## config.mk

```make
export PLATFORM = sky130hd
export DESIGN_NAME = input_fm_load_ctrl
export DESIGN_NICKNAME = d
export VERILOG_FILES = /design/src/rtl/input_fm_pkg.sv /design/src/rtl/fm_tile_scan.sv /design/src/rtl/input_fm_load_ctrl.sv
export SDC_FILE = /design/constraint.sdc
export NUM_CORES = 1
export LEC_CHECK = 0
export CAP_MARGIN = 20
export CORE_MARGIN = 8
export CORE_UTILIZATION = 35
export CTS_CLUSTER_SIZE = 24
export DETAILED_ROUTE_END_ITERATION = 8
export PLACE_DENSITY = 0.77
export SETUP_SLACK_MARGIN = 0.05
export SYNTH_ARGS = -nofsm -noshare
export SYNTH_HDL_FRONTEND = slang
export SYNTH_SLANG_ARGS = --single-unit
```

## constraint.sdc

```tcl
create_clock -name clk -period 3.3 [get_ports clk]
set_input_delay 0.66 -clock clk [delete_from_list [all_inputs] [get_ports clk]]
set_output_delay 0.66 -clock clk [all_outputs]
set_load 0.01 [all_outputs]
```

## src/rtl/input_fm_pkg.sv

```systemverilog
// Shared definitions for the input_fm tile loader: FSM encoding and width helpers.
package input_fm_pkg;

  typedef enum logic [2:0] {
    ST_IDLE  = 3'd0,
    ST_CLEAN = 3'd1,
    ST_LOAD  = 3'd2,
    ST_DRAIN = 3'd3,
    ST_FULL  = 3'd4
  } fm_state_e;

  // Counter width for a bound n: $clog2(n), never less than one bit.
  function automatic int cw(input int n);
    return (n > 1) ? $clog2(n) : 1;
  endfunction

  function automatic int bank_capacity(input int tm, input int tr, input int tc, input int x);
    return (tm / x) * tr * tc;
  endfunction

  localparam int DEF_TM = 16;
  localparam int DEF_TR = 64;
  localparam int DEF_TC = 16;
  localparam int DEF_X  = 4;

  localparam int CW_C = cw(DEF_TC);
  localparam int CW_R = cw(DEF_TR);
  localparam int CW_M = cw(DEF_TM);
  localparam int CW_X = cw(DEF_X);
  localparam int BANK_CAPACITY = bank_capacity(DEF_TM, DEF_TR, DEF_TC, DEF_X);

endpackage

```

## src/rtl/fm_tile_scan.sv

```systemverilog
// Nested col/row/channel scan counters for one tile; bank_sel follows channel mod X.
module fm_tile_scan
  import input_fm_pkg::*;
#(
  parameter int Tm = 16,
  parameter int Tr = 64,
  parameter int Tc = 16,
  parameter int X  = 4,
  localparam int CWC = cw(Tc),
  localparam int CWR = cw(Tr),
  localparam int CWM = cw(Tm),
  localparam int CWX = cw(X)
) (
  input  logic           clk,
  input  logic           rst,
  input  logic           clean,
  input  logic           step,
  output logic [CWX-1:0] bank_sel,
  output logic           last
);

  localparam logic [CWC-1:0] C_LAST = CWC'(Tc - 1);
  localparam logic [CWR-1:0] R_LAST = CWR'(Tr - 1);
  localparam logic [CWM-1:0] M_LAST = CWM'(Tm - 1);
  localparam logic [CWX-1:0] X_LAST = CWX'(X - 1);
  localparam logic [CWC-1:0] C_ONE  = CWC'(1);
  localparam logic [CWR-1:0] R_ONE  = CWR'(1);
  localparam logic [CWM-1:0] M_ONE  = CWM'(1);
  localparam logic [CWX-1:0] X_ONE  = CWX'(1);

  logic [CWC-1:0] c_q, c_d;
  logic [CWR-1:0] r_q, r_d;
  logic [CWM-1:0] ch_q, ch_d;
  logic [CWX-1:0] bank_q, bank_d;

  always_comb begin
    c_d    = c_q;
    r_d    = r_q;
    ch_d   = ch_q;
    bank_d = bank_q;
    if (clean) begin
      c_d    = '0;
      r_d    = '0;
      ch_d   = '0;
      bank_d = '0;
    end else if (step) begin
      if (c_q == C_LAST) begin
        c_d = '0;
        if (r_q == R_LAST) begin
          r_d    = '0;
          ch_d   = (ch_q == M_LAST) ? '0 : ch_q + M_ONE;
          bank_d = (bank_q == X_LAST) ? '0 : bank_q + X_ONE;
        end else begin
          r_d = r_q + R_ONE;
        end
      end else begin
        c_d = c_q + C_ONE;
      end
    end
  end

  always_ff @(posedge clk or negedge rst) begin
    if (!rst) begin
      c_q    <= '0;
      r_q    <= '0;
      ch_q   <= '0;
      bank_q <= '0;
    end else begin
      c_q    <= c_d;
      r_q    <= r_d;
      ch_q   <= ch_d;
      bank_q <= bank_d;
    end
  end

  assign bank_sel = bank_q;
  assign last     = (c_q == C_LAST) && (r_q == R_LAST) && (ch_q == M_LAST);

endmodule

```

## src/rtl/input_fm_load_ctrl.sv

```systemverilog
// Loads one channel-major input_fm tile into X banks, steering each word to bank (ch mod X).
// Handshake: a word transfers on any rising edge where in_valid & in_ready; in_ready is high only in LOAD.
module input_fm_load_ctrl
  import input_fm_pkg::*;
#(
  parameter int DW = 32,
  parameter int Tm = 16,
  parameter int Tr = 64,
  parameter int Tc = 16,
  parameter int X  = 4
) (
  input  logic          clk,
  input  logic          rst,
  input  logic          start,
  output logic          busy,
  input  logic [DW-1:0] in_data,
  input  logic          in_valid,
  output logic          in_ready,
  output logic [DW-1:0] wr_data,
  output logic [X-1:0]  wr_ena,
  output logic          conv_tile_clean,
  output logic          tile_ready,
  input  logic          tile_consumed,
  output fm_state_e     state_dbg
);

  fm_state_e state_q, state_d;
  logic [cw(X)-1:0] bank_sel;
  logic scan_last;
  logic fire;

  fm_tile_scan #(.Tm(Tm), .Tr(Tr), .Tc(Tc), .X(X)) u_scan (
    .clk      (clk),
    .rst      (rst),
    .clean    (conv_tile_clean),
    .step     (fire),
    .bank_sel (bank_sel),
    .last     (scan_last)
  );

  always_comb begin
    state_d         = state_q;
    in_ready        = 1'b0;
    conv_tile_clean = 1'b0;
    tile_ready      = 1'b0;
    case (state_q)
      ST_IDLE: begin
        if (start) state_d = ST_CLEAN;
      end
      ST_CLEAN: begin
        conv_tile_clean = 1'b1;
        state_d         = ST_LOAD;
      end
      ST_LOAD: begin
        in_ready = 1'b1;
        if (in_valid && scan_last) state_d = ST_DRAIN;
      end
      // One cycle for the bank input register and RAM write to settle.
      ST_DRAIN: begin
        state_d = ST_FULL;
      end
      ST_FULL: begin
        tile_ready = 1'b1;
        if (tile_consumed) state_d = start ? ST_CLEAN : ST_IDLE;
      end
      default: state_d = ST_IDLE;
    endcase
  end

  always_ff @(posedge clk or negedge rst) begin
    if (!rst) state_q <= ST_IDLE;
    else      state_q <= state_d;
  end

  assign fire = in_valid & in_ready;

  always_comb begin
    wr_ena = '0;
    if (fire) wr_ena[bank_sel] = 1'b1;
  end

  assign wr_data   = in_data;
  assign busy      = (state_q != ST_IDLE);
  assign state_dbg = state_q;

endmodule

```

Word level (Yosys, flattened, before mapping). Index checks and enable logic that the tools add are counted.

Register bits after elaboration: 19. Bits of input ports: 37. Output and inout port bits: 43. Word-level logic and storage cells: 63.

$add $sub $neg: 4. Order comparisons: 2. Equality and inequality tests: 11. Multiplexer cells: 28. Bitwise gates (word level): 1. Reduce and logical (&&, ||, !) cells: 12.

Operators with widths (count): 2-to-1 mux 4 bit (9); 2-to-1 mux 6 bit (4); case mux 3 bit (5 select lines) (1); 2-to-1 mux 2 bit (5); 2-to-1 mux 3 bit (3); adder 4 x 1 -> 4 bit, second input constant (2); == test 4 bit, second input constant (2); adder 6 x 1 -> 6 bit, second input constant (1); == test 3 x 2 -> 1 bit, second input constant (2); == test 6 bit, second input constant (1); != test 2 bit, second input constant (3); AND reduction 3 bit (2); nonzero test 2 bit (3); 2-to-1 mux 1 bit (5); logical AND 1 bit (4); == test 3 x 1 -> 1 bit, second input constant (1); == test 3 bit, second input constant (1); logical NOT 3 bit (1); less-than comparator 2 x 3 -> 1 bit, second input constant (1); nonzero test 3 bit (1); adder 2 x 1 -> 2 bit, second input constant (1); demux 1 bit (select 2 bit) (1); == test 2 bit, second input constant (1); greater-or-equal comparator 2 x 1 -> 1 bit, second input constant (1); 2 further kinds (2).

Longest topological paths before layout.
Depth in word-level cells: 6. Depth in mapped cells: 6.

By module. A second synthesis with hierarchy kept.

Cell total of the unflattened synthesis: 142. Area total of the unflattened synthesis: 1285.0 sq um.

By module, submodules not included: fm_tile_scan (instances 1, cells each 89, area each 843.3 sq um, sequential area each 400.4 sq um); input_fm_load_ctrl (instances 1, cells each 53, area each 441.7 sq um, sequential area each 75.1 sq um).

Worst setup path after synthesis. Ideal clock, no wire load.

Path kind: in2out. Start point: input port in_valid. End point: output port wr_ena[0]. Arrival time: 1.531 ns. Data required time: 2.640 ns. Path slack: 1.109 ns. Stages: 2. Buffers on the path: 0. Path through: nor4bb_1 -> and2_1.

Cells in the longest elaborated chain, start to end: 2.

RTL lines: start: declaration (RTL line input_fm_load_ctrl.sv:17) `input logic in_valid,`; bitwise AND 1 bit (RTL line input_fm_load_ctrl.sv:75) `assign fire = in_valid & in_ready;`; 2-to-1 mux 4 bit (RTL line input_fm_load_ctrl.sv:79) `if (fire) wr_ena[bank_sel] = 1'b1;`; end: declaration (RTL line input_fm_load_ctrl.sv:20) `output logic [X-1:0] wr_ena,`.

Every way passes these cells.

Worst setup path in the final report.
Start point: input port in_valid. End point: output port wr_ena[2].

The elaborated chain is that of the path after synthesis.

==> summary.md <==
| Metric | Value |
|---|---|
| Outcome | finished clean |
| Number of enable flip-flop cells after synthesis | 0 |
| Largest cells by area after synthesis | dfrtp_1, buf_4, ha_1, a21oi_1, o21ai_0 |
| Total track usage | 0.0837 |
| CTS tree | yes |
| Setup TNS | 0 ns |
| Clock Path Buffers | 2 |
| Site row count | 22 |
| Core Box Area | between 3000 and 4000 µm² |
| Post-CTS Hold Buffers | 0 |
| Post-Synthesis Net Count | about 190 |
| Period utilisation layout | 0.916 |
| DRT Wirelength | about 2300 µm |
| Met3 wire length | roughly 140 µm |
| CP required | around 2.6 ns |
| First-pass GRT wire length | roughly 4100 µm |
| Clock Sinks | 19 |
| Critical path arrival | 2.36 ns |
| Root Driver | clkbuf_8 |
| Layout area overhead | 1.15% |
| Die height | 77.0 µm |
| First-pass detailed-route iteration total | 2 |
| Register area share after synthesis | 0.365 |
| # setup viols final | 0 |
| Die width | slightly below 80 µm |
| Number of cells on the worst hold path | 2 |
| RSZ-0062 raised after global routing | no |
| Pins Over Slew Limit | 0 |
| Setup clock skew after layout | about 0.0012 ns |
| Worst skew pair latency | about 0.26 ns |
| Yosys warns | 0 |
| Reg2reg path depth | 4 |
| Initial antenna violation count | 0 |
| DRT iter0 DRCs | 41 |
| Nets | 172 |
| Mean Syn Cell Area | ~9.2 µm² |
| Share of the synthesized area in the top cell type | 0.365 |
| Die area | about 6000 µm² |
| Grt ovf | 0 |
| Endpoints failing hold | 0 |
| Post-synth top area cell | dfrtp_1 |
| Synthesized flop and latch total | 19 |
| Num ports | 80 |
| Dpl cells | between 150 and 200 |
| WL met1 | between 1000 and 1500 µm |
| Top routing layer used | met4 |
| Initial Utilization | 0.361 |
| Minimum clock period | between 3 and 4 ns |
| Async S/R FF share, synth | 1.00 |
| # DRC | 0 |
| Number of vias per cell | approximately 4.8 |
| Vias post-DR | between 800 and 900 |
| Cts repair resizes | 0 |
| Clock transition at path regs | around 0.070 ns |
| Met2 wire len | between 1000 and 1500 µm |
| Post-Syn Area | between 1000 and 1500 µm² |
| Commonest non-fill, non-tap cell in the layout | dfrtp_1 |
| Htree depth | 1 |
| Post-Synthesis Cells | 141 |
| IO Port Bufs | 15 |
| Max frequency | around 330 MHz |
| Non-Filler Instances | ~180 |
| ANT nets after route | 0 |
| Worst setup EP type | output pin |
| WL per Instance | approximately 13 µm |
| CP Max Fanout | 8 |
| Gpl congestion | just under 0.8 |
| Synth Flop Type | dfrtp_1 |
| Layout cells sized above 1 | 0.0866 |
| Setup bufs post-CTS | 0 |
| Leading cell types in the layout, fill and taps excluded | dfrtp_1, clkdlybuf4s50_1, nand2_1 |
| Post-DP HPWL | 1710 µm |
| Distinct cells, synth | 29 |
| Maximum vdd drop | roughly 210 µV |
| Number of global-route vias before repair | ~860 |
| Hold_ws | around 0.56 ns |
| Critical path launch point type | primary input |
| # diodes | 0 |
| CTS buffer count | 3 |
| Slew margin rel. | 0.430 |
| P per Cell Area | roughly 650 nW/µm² |
| Worst Tran Pin Value | between 0.8 and 0.9 ns |
| Max Cap Violations | 0 |
| Hold/Removal Path Class | reg2reg |
| Worst Setup Path Type | in2out |
| Maximum number of pins on one net before global-route repair | 20 |
| Leak | 0.543 nW |
## metal layers
metal  vias up  GRT usage
met5         -          0
met4         0     0.0623
met3         4     0.0221
met2        13      0.129
met1       389     0.0973
li1        427          -
## critical path: stages
cell             delay (ns)
clkdlybuf4s50_1        0.52
nor4bb_1               0.31
buf_4                  0.20
and2_1                 0.13
clkdlybuf4s50_1        0.54
## per-stage QoR
| stage | util | cell area (µm²) | power (mW) | setup slack, ns |
|---|---|---|---|---|
| floorplan | - | 1300 | 0.584 | 1.11 |
| global placement | 0.353 | 1270 | 0.690 | 0.326 |
| detailed placement | 0.353 | 1270 | 0.696 | 0.323 |
| CTS | 0.365 | 1320 | 0.862 | 0.294 |
| global route | 0.365 | 1320 | 0.918 | 0.172 |
| finish | 0.365 | 1320 | 0.852 | 0.278 |
## registers in the layout (all words and copies together), names as in the netlist
name and count:
u_scan.ch_q 4, u_scan.c_q 4, state_dbg 3, u_scan.bank_sel 2
u_scan.r_q 6
## cell families (layout without fill, tap and decap cells)
logic type                 after synthesis  in the layout  share of synthesized area
DFF                                     19             19                      0.365
adders and majority gates                7              7                     0.0673
and+or+nand+nor                         46             46                      0.217
buffers and inverters                   40             26                      0.211
AOI/OAI and AO/OA                       26             26                      0.116
muxes                                    2              2                     0.0163
xor gates and xnor gates                 1              1                    0.00673
## where the power goes
part / switching (mW) / internal, mW / leakage (nW)
registers: 0.0714 / 0.284 / 0.255
clock network: 0.0754 / 0.0859 / 0.0228
logic: 0.160 / 0.175 / 0.265
total: 0.306 / 0.545 / 0.543
## cell type report
type / count / area, µm²
Fill cell: 349 / 2290
Multi-Input combinational cell: 82 / 552
Sequential cell: 19 / 475
Timing Repair Buffer: 17 / 165
Tap cell: 48 / 60.1
Clock buffer: 4 / 45.0
Inverter: 5 / 18.8
## Yosys cell counts, types with 2 or more instances
library cell / instances
a21oi_1: 10
nand2b_1: 2
o21ai_0: 9
or3_1: 6
inv_1: 4
nor2_1: 3
o31ai_1: 3
nand2_1: 12
and2_1: 6
nand3b_1: 2
nand3_1: 5
a31o_2: 2
nor3b_1: 2
ha_1: 7
buf_4: 32
or4_1: 3
dfrtp_1: 19
buf_2: 3
## final timing paths
path / startpoint / end / slack (ns)
worst min-delay path: u_scan.ch_q[3] / u_scan.ch_q[3] / 0.56
worst max register to register: state_dbg[1] / u_scan.r_q[5] / 1.24
worst max-delay path: in_valid / wr_ena[2] / 0.28
worst min register to register: u_scan.ch_q[3] / u_scan.ch_q[3] / 0.56
min in group asynchronous: rst / u_scan.ch_q[0] / 0.89
max in group asynchronous: rst / u_scan.r_q[4] / 1.89
No activity file was read; power rests on OpenSTA's default activity.
